<file path="src/rtl/jtopl_pg_enc_pkg.sv">
// Shared types and limits for the phase-increment encoder.
package jtopl_pg_enc_pkg;

    typedef enum logic [1:0] {
        ST_IDLE = 2'd0,
        ST_NORM = 2'd1,
        ST_DONE = 2'd2
    } pg_enc_st_t;

    localparam logic [9:0]  FNUM_MAX  = 10'd1023;
    localparam logic [2:0]  BLK_MAX   = 3'd7;
    // Largest phinc reachable: (1023 << 7) >> 1
    localparam logic [16:0] PHINC_MAX = 17'd65472;

endpackage

</file>
<file path="src/rtl/jtopl_pg_enc_fin.sv">
// Finalise step: optional rounding, renormalise on fnum overflow, saturate.
module jtopl_pg_enc_fin
    import jtopl_pg_enc_pkg::*;
#(
    parameter int ROUND = 0
) (
    input  logic [9:0] xlo,
    input  logic       hi,
    input  logic [2:0] b,
    input  logic       rbit,
    output logic [2:0] block,
    output logic [9:0] fnum,
    output logic       sat
);

    logic [10:0] f;

    assign f = {1'b0, xlo} + 11'd1;

    // Pick result: clamp if still too wide, else round (if enabled) and renormalise
    always_comb begin
        block = b;
        fnum  = xlo;
        sat   = 1'b0;
        if (hi) begin
            block = BLK_MAX;
            fnum  = FNUM_MAX;
            sat   = 1'b1;
        end else if ((ROUND != 0) && rbit) begin
            if (f[10]) begin
                // Rounding carried out of 10 bits: 1024 << b == 512 << (b+1)
                if (b < BLK_MAX) begin
                    block = b + 3'd1;
                    fnum  = 10'd512;
                end else begin
                    block = BLK_MAX;
                    fnum  = FNUM_MAX;
                    sat   = 1'b1;
                end
            end else begin
                fnum = f[9:0];
            end
        end
    end

endmodule

</file>
<file path="src/rtl/jtopl_pg_enc.sv">
// Phase-increment to (block, fnum) encoder: one right shift per clock until
// the doubled target fits in 10 bits or the octave limit is reached.
module jtopl_pg_enc
    import jtopl_pg_enc_pkg::*;
#(
    parameter int ROUND = 0
) (
    input  logic        clk,
    input  logic        rst_n,
    input  logic        in_valid,
    output logic        in_ready,
    input  logic [16:0] phinc,
    output logic        out_valid,
    input  logic        out_ready,
    output logic [2:0]  block,
    output logic [9:0]  fnum,
    output logic        sat
);

    pg_enc_st_t  st, st_nxt;
    logic [17:0] x;
    logic [2:0]  b;
    logic        rbit;
    logic        hi;
    logic        norm_end;
    logic [2:0]  fin_block;
    logic [9:0]  fin_fnum;
    logic        fin_sat;

    assign hi       = |x[17:10];
    assign norm_end = !hi || (b == BLK_MAX);

    assign in_ready  = (st == ST_IDLE);
    assign out_valid = (st == ST_DONE);

    jtopl_pg_enc_fin #(.ROUND(ROUND)) u_fin (
        .xlo   (x[9:0]),
        .hi    (hi),
        .b     (b),
        .rbit  (rbit),
        .block (fin_block),
        .fnum  (fin_fnum),
        .sat   (fin_sat)
    );

    // State register
    always_ff @(posedge clk) begin
        if (!rst_n) st <= ST_IDLE;
        else        st <= st_nxt;
    end

    // Next-state: accept in IDLE, shift until normalised, hold until consumed
    always_comb begin
        st_nxt = st;
        case (st)
            ST_IDLE: if (in_valid)  st_nxt = ST_NORM;
            ST_NORM: if (norm_end)  st_nxt = ST_DONE;
            ST_DONE: if (out_ready) st_nxt = ST_IDLE;
            default:                st_nxt = ST_IDLE;
        endcase
    end

    // Normaliser datapath: load doubled target, shift right one step per cycle
    always_ff @(posedge clk) begin
        if (!rst_n) begin
            x    <= '0;
            b    <= '0;
            rbit <= 1'b0;
        end else begin
            case (st)
                ST_IDLE: if (in_valid) begin
                    x    <= {phinc, 1'b0};
                    b    <= '0;
                    rbit <= 1'b0;
                end
                ST_NORM: if (!norm_end) begin
                    x    <= x >> 1;
                    b    <= b + 3'd1;
                    rbit <= x[0];
                end
                default: ;
            endcase
        end
    end

    // Result registers: captured once at the end of NORM, held afterwards
    always_ff @(posedge clk) begin
        if (!rst_n) begin
            block <= '0;
            fnum  <= '0;
            sat   <= 1'b0;
        end else if ((st == ST_NORM) && norm_end) begin
            block <= fin_block;
            fnum  <= fin_fnum;
            sat   <= fin_sat;
        end
    end

endmodule

</file>
<file path="config.mk">
export PLATFORM = sky130hd
export DESIGN_NAME = jtopl_pg_enc
export DESIGN_NICKNAME = d
export VERILOG_FILES = /design/src/rtl/jtopl_pg_enc_pkg.sv /design/src/rtl/jtopl_pg_enc_fin.sv /design/src/rtl/jtopl_pg_enc.sv
export SDC_FILE = /design/constraint.sdc
export NUM_CORES = 1
export LEC_CHECK = 0
export CORE_MARGIN = 2
export CORE_UTILIZATION = 40
export DETAILED_ROUTE_END_ITERATION = 10
export SETUP_SLACK_MARGIN = 0.05
export SLEW_MARGIN = 0
export SYNTH_ARGS = -nofsm -noshare
export SYNTH_HDL_FRONTEND = slang
export SYNTH_HIERARCHICAL = 1
export SYNTH_SLANG_ARGS = --single-unit
</file>
<file path="constraint.sdc">
create_clock -name clk -period 2.33 [get_ports clk]
set_clock_uncertainty 0.15 [all_clocks]
set_input_delay 0.466 -clock clk [delete_from_list [all_inputs] [get_ports clk]]
set_output_delay 0.466 -clock clk [all_outputs]
set_load 0.05 [all_outputs]
</file>
# Word level (Yosys, flattened, before mapping)
# Index checks and enable logic that the tools add are counted.
dict set report word_totals {
  register_bits 37
  inputBits 21
  output_inout_bits 16
  elab_cells 35
}
dict set report op_classes {
  n_addsub 1
  n_eq_ne 7
  muxes 13
  reduce_logical 8
}
# cell n
set op_table {}
lappend op_table {{$mux W18} 2}
lappend op_table {{$pmux W18 S2} 1}
lappend op_table {{$mux W10} 1}
lappend op_table {{$mux W3} 3}
lappend op_table {{$reduce_or A8 Y1} 1}
lappend op_table {{$mux W2} 3}
lappend op_table {{$ne A2 B2 Y1 const B} 3}
lappend op_table {{$pmux W2 S3} 1}
lappend op_table {{$pmux W3 S2} 1}
lappend op_table {{$reduce_and A3 Y1} 2}
lappend op_table {{$add A3 B1 Y3 const B} 1}
lappend op_table {{$eq A3 B3 Y1 const B} 1}
lappend op_table {{$eq A2 B1 Y1 const B} 1}
lappend op_table {{$eq A2 B2 Y1 const B} 1}
lappend op_table {{$logic_not A2 Y1} 1}
lappend op_table {{$ne A2 B1 Y1 const B} 1}
lappend op_table {{$reduce_bool A2 Y1} 1}
lappend op_table {{$logic_and A1 B1 Y1} 1}
lappend op_table {{$logic_not A1 Y1} 1}
lappend op_table {{$logic_or A1 B1 Y1} 1}
lappend op_table {{$mux W1} 1}

# Depth between registers and ports, before layout
# Gate-level depths: netlist (run 1).
dict set report logic_depth {
  word_depth 5
  mapped_depth 6
  mapped_depth_nobuf 5
}

# Hierarchy
# The synthesis (run 1) kept the hierarchy.
# module instances cells_per_inst area_each_um2 seq_area_each_um2
set modules_own_cells {}
lappend modules_own_cells {jtopl_pg_enc 1 180 1706.6 760.7}
lappend modules_own_cells {jtopl_pg_enc_fin 1 15 93.8 0.0}

# Worst setup path after synthesis (run 1)
# No wires, ideal clock.
dict set report synth_timing {
  kind {reg2reg}
  from {register st[1]}
  to {register x[8]}
  setup_time_ns 0.116
  arrival_time_ns 1.865
  required_time_ns 2.064
  path_slack_ns 0.198
  path_stages_with_launch 7
  n_path_buf 2
  synth_period_minus_slack_ns 2.132
  cell_sequence {dfxtp_1 nor2_1 and2_1 clkbuf_1 clkbuf_1 o21ai_0 o211a_1}
}
dict set report synth_via {
  elab_chain_len 3
  elab_cells_between_ends 7
  cone_classes {3 x eq/ne; 1 x mux; 3 x reduce/logical}
}
# element line
set synth_rtl {}
lappend synth_rtl {{from (decl)} jtopl_pg_enc.sv:20} ;# pg_enc_st_t st, st_nxt;
lappend synth_rtl {{from (signal assigned)} jtopl_pg_enc.sv:49} ;# else st <= st_nxt;
lappend synth_rtl {{$logic_not A2 Y1 (*)} --}
lappend synth_rtl {{named net in_ready} jtopl_pg_enc.sv:11} ;# output logic in_ready,
lappend synth_rtl {{$ne A2 B2 Y1 (no source line) or $reduce_bool A2 Y1 (tied branches)} --}
lappend synth_rtl {{$reduce_and A3 Y1 (no source line)} --}
lappend synth_rtl {{to (signal assigned)} jtopl_pg_enc.sv:72} ;# x <= {phinc, 1'b0};
lappend synth_rtl {{to (signal assigned)} jtopl_pg_enc.sv:77} ;# x <= x >> 1;
lappend synth_rtl {{to (decl)} jtopl_pg_enc.sv:21} ;# logic [17:0] x;
# The timed path passes the listed nets; every way through them passes the cells marked *.
# A chain may end at the register's enable or synchronous reset.

# Worst setup path after layout (run 1)
dict set report layout_timing {
  from {register st[1]}
  to {output in_ready}
}
dict set report layout_via {
  elab_chain_len 1
}
# element line
set layout_rtl {}
lappend layout_rtl {{$logic_not A2 Y1} jtopl_pg_enc.sv:33} ;# assign in_ready = (st == ST_IDLE);
lappend layout_rtl {{to (decl)} jtopl_pg_enc.sv:11}
# Every way passes these cells.

==> results of run 1 <==
## critical path, stage by stage (launching register included)
cell             delay (ns)
dfxtp_1                0.35
nor2_1                 0.15
clkdlybuf4s50_1        0.83
## area by class of cell
class / instances / area (um2) / share of cell area, %
Clock inverter: 1 / 30.0 / 1.32
Sequential cell: 37 / 741 / 32.5
Timing Repair Buffer: 46 / 428 / 18.7
Multi-Input combinational cell: 136 / 928 / 40.7
Clock buffer: 7 / 86.3 / 3.78
Tap cell: 52 / 65.1 / 2.85
Inverter: 1 / 3.75 / 0.164
## cells in the final DEF (no fill, tap or decap), drive strengths merged, types with 3 or more instances in the layout
| master | n |
|---|---|
| clkbuf | 7 |
| or2 | 14 |
| nand2 | 35 |
| o21ai | 19 |
| mux2i | 29 |
| dfxtp | 37 |
| and2 | 3 |
| nand3 | 3 |
| buf | 12 |
| clkdlybuf4s50 | 34 |
| o211a | 16 |
## report_power, final
group / switching (mW) / internal [mW] / leakage, nW
sequential: 0.0574 / 0.712 / 0.303
clock: 0.232 / 0.349 / 0.0585
combinational: 0.299 / 0.250 / 0.685
## how the worst min path moves through the flow
stage / from / end / slack, ns / depth (start not counted)
floorplan: x[0] / x[0] / 0.27 / 2
global placement: x[0] / x[0] / 0.29 / 2
detailed placement: x[0] / x[0] / 0.29 / 2
CTS: x[0] / x[0] / 0.30 / 2
global route: b[1] / b[1] / 0.33 / 2
finish: x[0] / x[0] / 0.30 / 2
## through the flow
step / setup slack (ns) / power [mW] / util, %
floorplan: 0.200 / 1.17 / -
global placement: 0.337 / 1.32 / 50.4
detailed placement: 0.310 / 1.34 / 50.4
global route: 0.0646 / 1.99 / 53.1
CTS: 0.0996 / 1.91 / 53.1
finish: 0.103 / 1.90 / 53.1
## layer usage
metal / global-route usage [%] / routed length [um]
met1: 18.8 / 1710
met2: 26.5 / 1880
met3: 3.32 / 134
met4: 8.33 / 70
met5: 0 / 0
## flip-flops by register name, summed over array words and instances, names as in the netlist
signal	count
block	3
fnum	10
st	2
b	3
x	18
sat	1
==> impl_metrics.tcl, run 1 <==
set metrics [dict create \
    outcome "complete, no violations" \
    holdWs_ns 0.296 \
    drive_gt1_share_pct 9.65 \
    detail-route-antenna-nets 0 \
    grt_use_total_pct 15.8 \
    io_buffers 36 \
    via_count 1454 \
    antenna_found_initial 0 \
    maxCapViolations 0 \
    slew_viol_final 0 \
    arrival_ns 1.61 \
    fin_area_mm2 0.00228 \
    io_pins 37 \
    dieWidth_um 70.5 \
    end_kind "output pin" \
    syn_avg_cell_area_um2 9.25 \
    yosys_warnings 6 \
    tns_ns 0 \
    fmax_mhz 449 \
    period_share_pct 95.6 \
    initial_core_util_pct 41.1 \
    core_area_mm2 0.00429 \
    clockBufferDepth 2 \
    worstSetupEndpoint "in_ready" \
    grt_pass1_wl_mm 6.28 \
    design.die.area_mm2 0.00496 \
    setup_viol 0 \
    root_buffer "clkbuf_8" \
    relSlewSlack_pct 66.0 \
    r2r-start "b[0]" \
    clk_latency_ns 0.29 \
    r2r_setup_slack_ns 0.56 \
    dr.pass1.iters 4 \
    hold_buffers 0 \
    rows 24 \
    worstHoldPathType "reg -> reg" \
    syn_area_mm2 0.00177 \
    clock-sinks 37 \
    crit_required_ns 1.71 \
    cts.repair.resized 0 \
    worst_setup_path_start_kind "flip-flop" \
    ir_drop_mv 0.412 \
    syn_nets 214 \
    cts_made_buffers 5 \
    reg2reg_to "x[16]" \
    drc 0 \
    cts_tree "yes" \
    postPlaceCellArea_mm2 0.00217 \
    htree_levels 2 \
    antenna_cells 0 \
    nFillCells 409 \
    reg2reg_depth 6 \
    area.growth.synth_to_final_pct 29.2 \
    post-dp-hpwl_mm 2.63 \
    place_inst 272 \
    rsz0062_at_grt "false" \
    clk_pin_slew_ns 0.07 \
    power.density_mw_per_mm2 833 \
    gp_congestion 0.742 \
    finalHoldViolCount 0 \
    crit_start "st[1]" \
    drt-total-wl_mm 3.79 \
    die_h_um 70.5 \
    drtIter0Drc 81 \
    path_class "reg -> out" \
    power.leakage_nw 1.05 \
    grt_pass1_vias 1426 \
    cp_max_fo 5 \
    wl_per_cell_um 13.6 \
    worst_slew_pin_slew_ns 0.509 \
    synth_cells 191 \
    fin_nets 250 \
    grt_start_max_net_pins 56 \
    cts_setup_buffers 0 \
    min_period_ns 2.23 \
    fin_cells 280 \
    grt_overflow 0 \
    viasPerCell 5.19 \
]
(Power assumes the default switching activity.)
==> run 2: changes to the inputs <==
--- a/config.mk
+++ b/config.mk
@@ -6,7 +6,8 @@
 export NUM_CORES = 1
 export LEC_CHECK = 0
 export CORE_MARGIN = 2
-export CORE_UTILIZATION = 40
+export CORE_UTILIZATION = 30
+export CTS_CLUSTER_DIAMETER = 80
 export DETAILED_ROUTE_END_ITERATION = 10
 export SETUP_SLACK_MARGIN = 0.05
 export SLEW_MARGIN = 0
==> run 2 against run 1 <==
Effect of this change: clock power shrank 15%; global-route usage down 3.8 points; register-to-register slack worse by 0.13 ns; clock-buffer cell count stayed put; critical path depth unchanged; power is 5.4% lower; design area increased by 0.33%; first-iteration DRC count increased by 38%; non-clock buffer count shrank 2; combinational power down 2%; critical path type unchanged; critical endpoint unchanged; largest cell class unchanged; highest routed layer unchanged.
==> impl_metrics.tcl, run 2 (same netlist as run 1, synthesis figures left out) <==
set metrics [dict create \
    outcome "complete, no violations" \
    antenna_found_initial 0 \
    worst_slew_pin_slew_ns 0.577 \
    wl_per_cell_um 12.3 \
    drive_gt1_share_pct 9.29 \
    regArea_um2 741 \
    place_inst 290 \
    setup_viol 0 \
    worstHoldPathType "reg -> reg" \
    viasPerCell 4.64 \
    crit_chain "nor2_1, clkdlybuf4s50_1" \
    gp_congestion 0.754 \
    cts_setup_buffers 0 \
    io_pins 37 \
    initial_core_util_pct 31.5 \
    cts.repair.resized 0 \
    ir_drop_mv 0.275 \
    power.density_mw_per_mm2 786 \
    design.die.area_mm2 0.00652 \
    period_share_pct 93.6 \
    clk_pin_slew_ns 0.07 \
    arrival_ns 1.57 \
    post-dp-hpwl_mm 2.49 \
    htree_levels 2 \
    path_buf_inv 1 \
    dr.pass1.iters 4 \
    antenna_cells 0 \
    relSlewSlack_pct 61.2 \
    dieWidth_um 80.7 \
    finalHoldViolCount 0 \
    final_cell_mix "37 x dfxtp_1, 35 x nand2_1, 34 x clkdlybuf4s50_1, 29 x mux2i_1, 16 x o211a_1" \
    p_int_mw 1.22 \
    slowest_delay_ns 0.81 \
    grt_pass1_wl_mm 6.00 \
    p_switching_mw 0.574 \
    grt_pass1_vias 1310 \
    drc 0 \
    clk_latency_ns 0.29 \
    io_buffers 36 \
    final_common_cell "dfxtp_1" \
    cp_max_fo 5 \
    die_h_um 80.7 \
    cp_top_family "buffers and inverters" \
    crit_required_ns 1.71 \
    pwr-share-clk_pct 27.5 \
    holdWs_ns 0.306 \
    core_area_mm2 0.00561 \
    seq_power_share_pct 42.7 \
    sw_frac_of_total_pct 31.9 \
    fmax_mhz 458 \
    fin_nets 248 \
    critPathSlowestCell "clkdlybuf4s50_1" \
    nFillCells 590 \
    area.growth.synth_to_final_pct 29.6 \
    clockBufferDepth 2 \
    cts_made_buffers 5 \
    fin_cells 298 \
    clock-sinks 37 \
    end_kind "output pin" \
    worst_setup_path_start_kind "flip-flop" \
    largest_reg_flops 18 \
    pwr-share-comb_pct 29.9 \
    grt_start_max_net_pins 56 \
    drt-total-wl_mm 3.66 \
    rows 27 \
    grt_overflow 0 \
    top_regs "x (18), fnum (10)" \
    top_register "x" \
    via_count 1384 \
    drtIter0Drc 112 \
    slew_viol_final 0 \
    tns_ns 0 \
    multiInputGateArea_um2 928 \
    min_period_ns 2.18 \
    root_buffer "clkbuf_8" \
    detail-route-antenna-nets 0 \
    power.leakage_nw 1.04 \
    grt_use_total_pct 12.0 \
    cts_tree "yes" \
    path_class "reg -> out" \
    hold_buffers 0 \
    maxCapViolations 0 \
    rsz0062_at_grt "false" \
]
-- run 2: cell types whose count changed in the layout (fill, tap and decap cells not counted) --
cell / change
clkinv_2: +1
buf_12: +1
bufinv_16: -1
buf_4: -3
clkbuf_1: -1
clkbuf_8: +1
-- run 2: routing by layer --
layer / track usage [%] / wire (um) / vias up / part of all wire (%)
met3: 3.78 / 146 / 5 / 4.0
li1: - / - / 727 / -
met4: 4.58 / 44 / 0 / 1.2
met1: 14.7 / 1770 / 630 / 48
met5: 0 / 0 / - / 0
met2: 19.7 / 1700 / 22 / 46
-- run 2: path summary, 6_finish.rpt --
path | startpoint | to | slack (ns) | depth (start not counted)
worst max register to register | x[13] | x[4] | 0.43 | 4
worst max-delay path | st[1] | in_ready | 0.15 | 2
worst min register to register | fnum[0] | fnum[0] | 0.31 | 2
worst min-delay path | fnum[0] | fnum[0] | 0.31 | 2
-- run 2: cell type report --
cell class / instances / area share, %
Multi-Input combinational cell: 136 / 40.5
Sequential cell: 37 / 32.3
Timing Repair Buffer: 44 / 18.6
Clock buffer: 7 / 4.21
Tap cell: 72 / 3.93
Clock inverter: 1 / 0.219
Inverter: 1 / 0.164
-- run 2: per-stage QoR --
stage	setup slack, ns	area, um2	power [mW]	utilization [%]
after detailed placement	0.313	2190	1.33	39.0
final	0.148	2290	1.80	40.8
after CTS	0.129	2290	1.83	40.8
after floorplan	0.200	1770	1.17	-
after global routing	0.0817	2290	1.91	40.8
after global placement	0.337	2190	1.32	39.0
-- run 2: tightest hold or removal path: cells and delay by family (launching register included) --
kind | cells | cell delay (ns)
muxes | 1 | 0.05
and+or+nand+nor | 1 | 0.05
DFF | 1 | 0.31
-- run 2: power by group through the flow --
| stage | registers [mW] | clock network, mW | logic (mW) |
|---|---|---|---|
| 2_1_floorplan | 0.841 | 0 | 0.331 |
| 3_3_place_gp | 0.780 | 0 | 0.540 |
| 3_5_place_dp | 0.783 | 0 | 0.543 |
| 4_1_cts | 0.768 | 0.514 | 0.543 |
| 5_1_grt | 0.778 | 0.540 | 0.589 |
| 6_report | 0.767 | 0.494 | 0.537 |
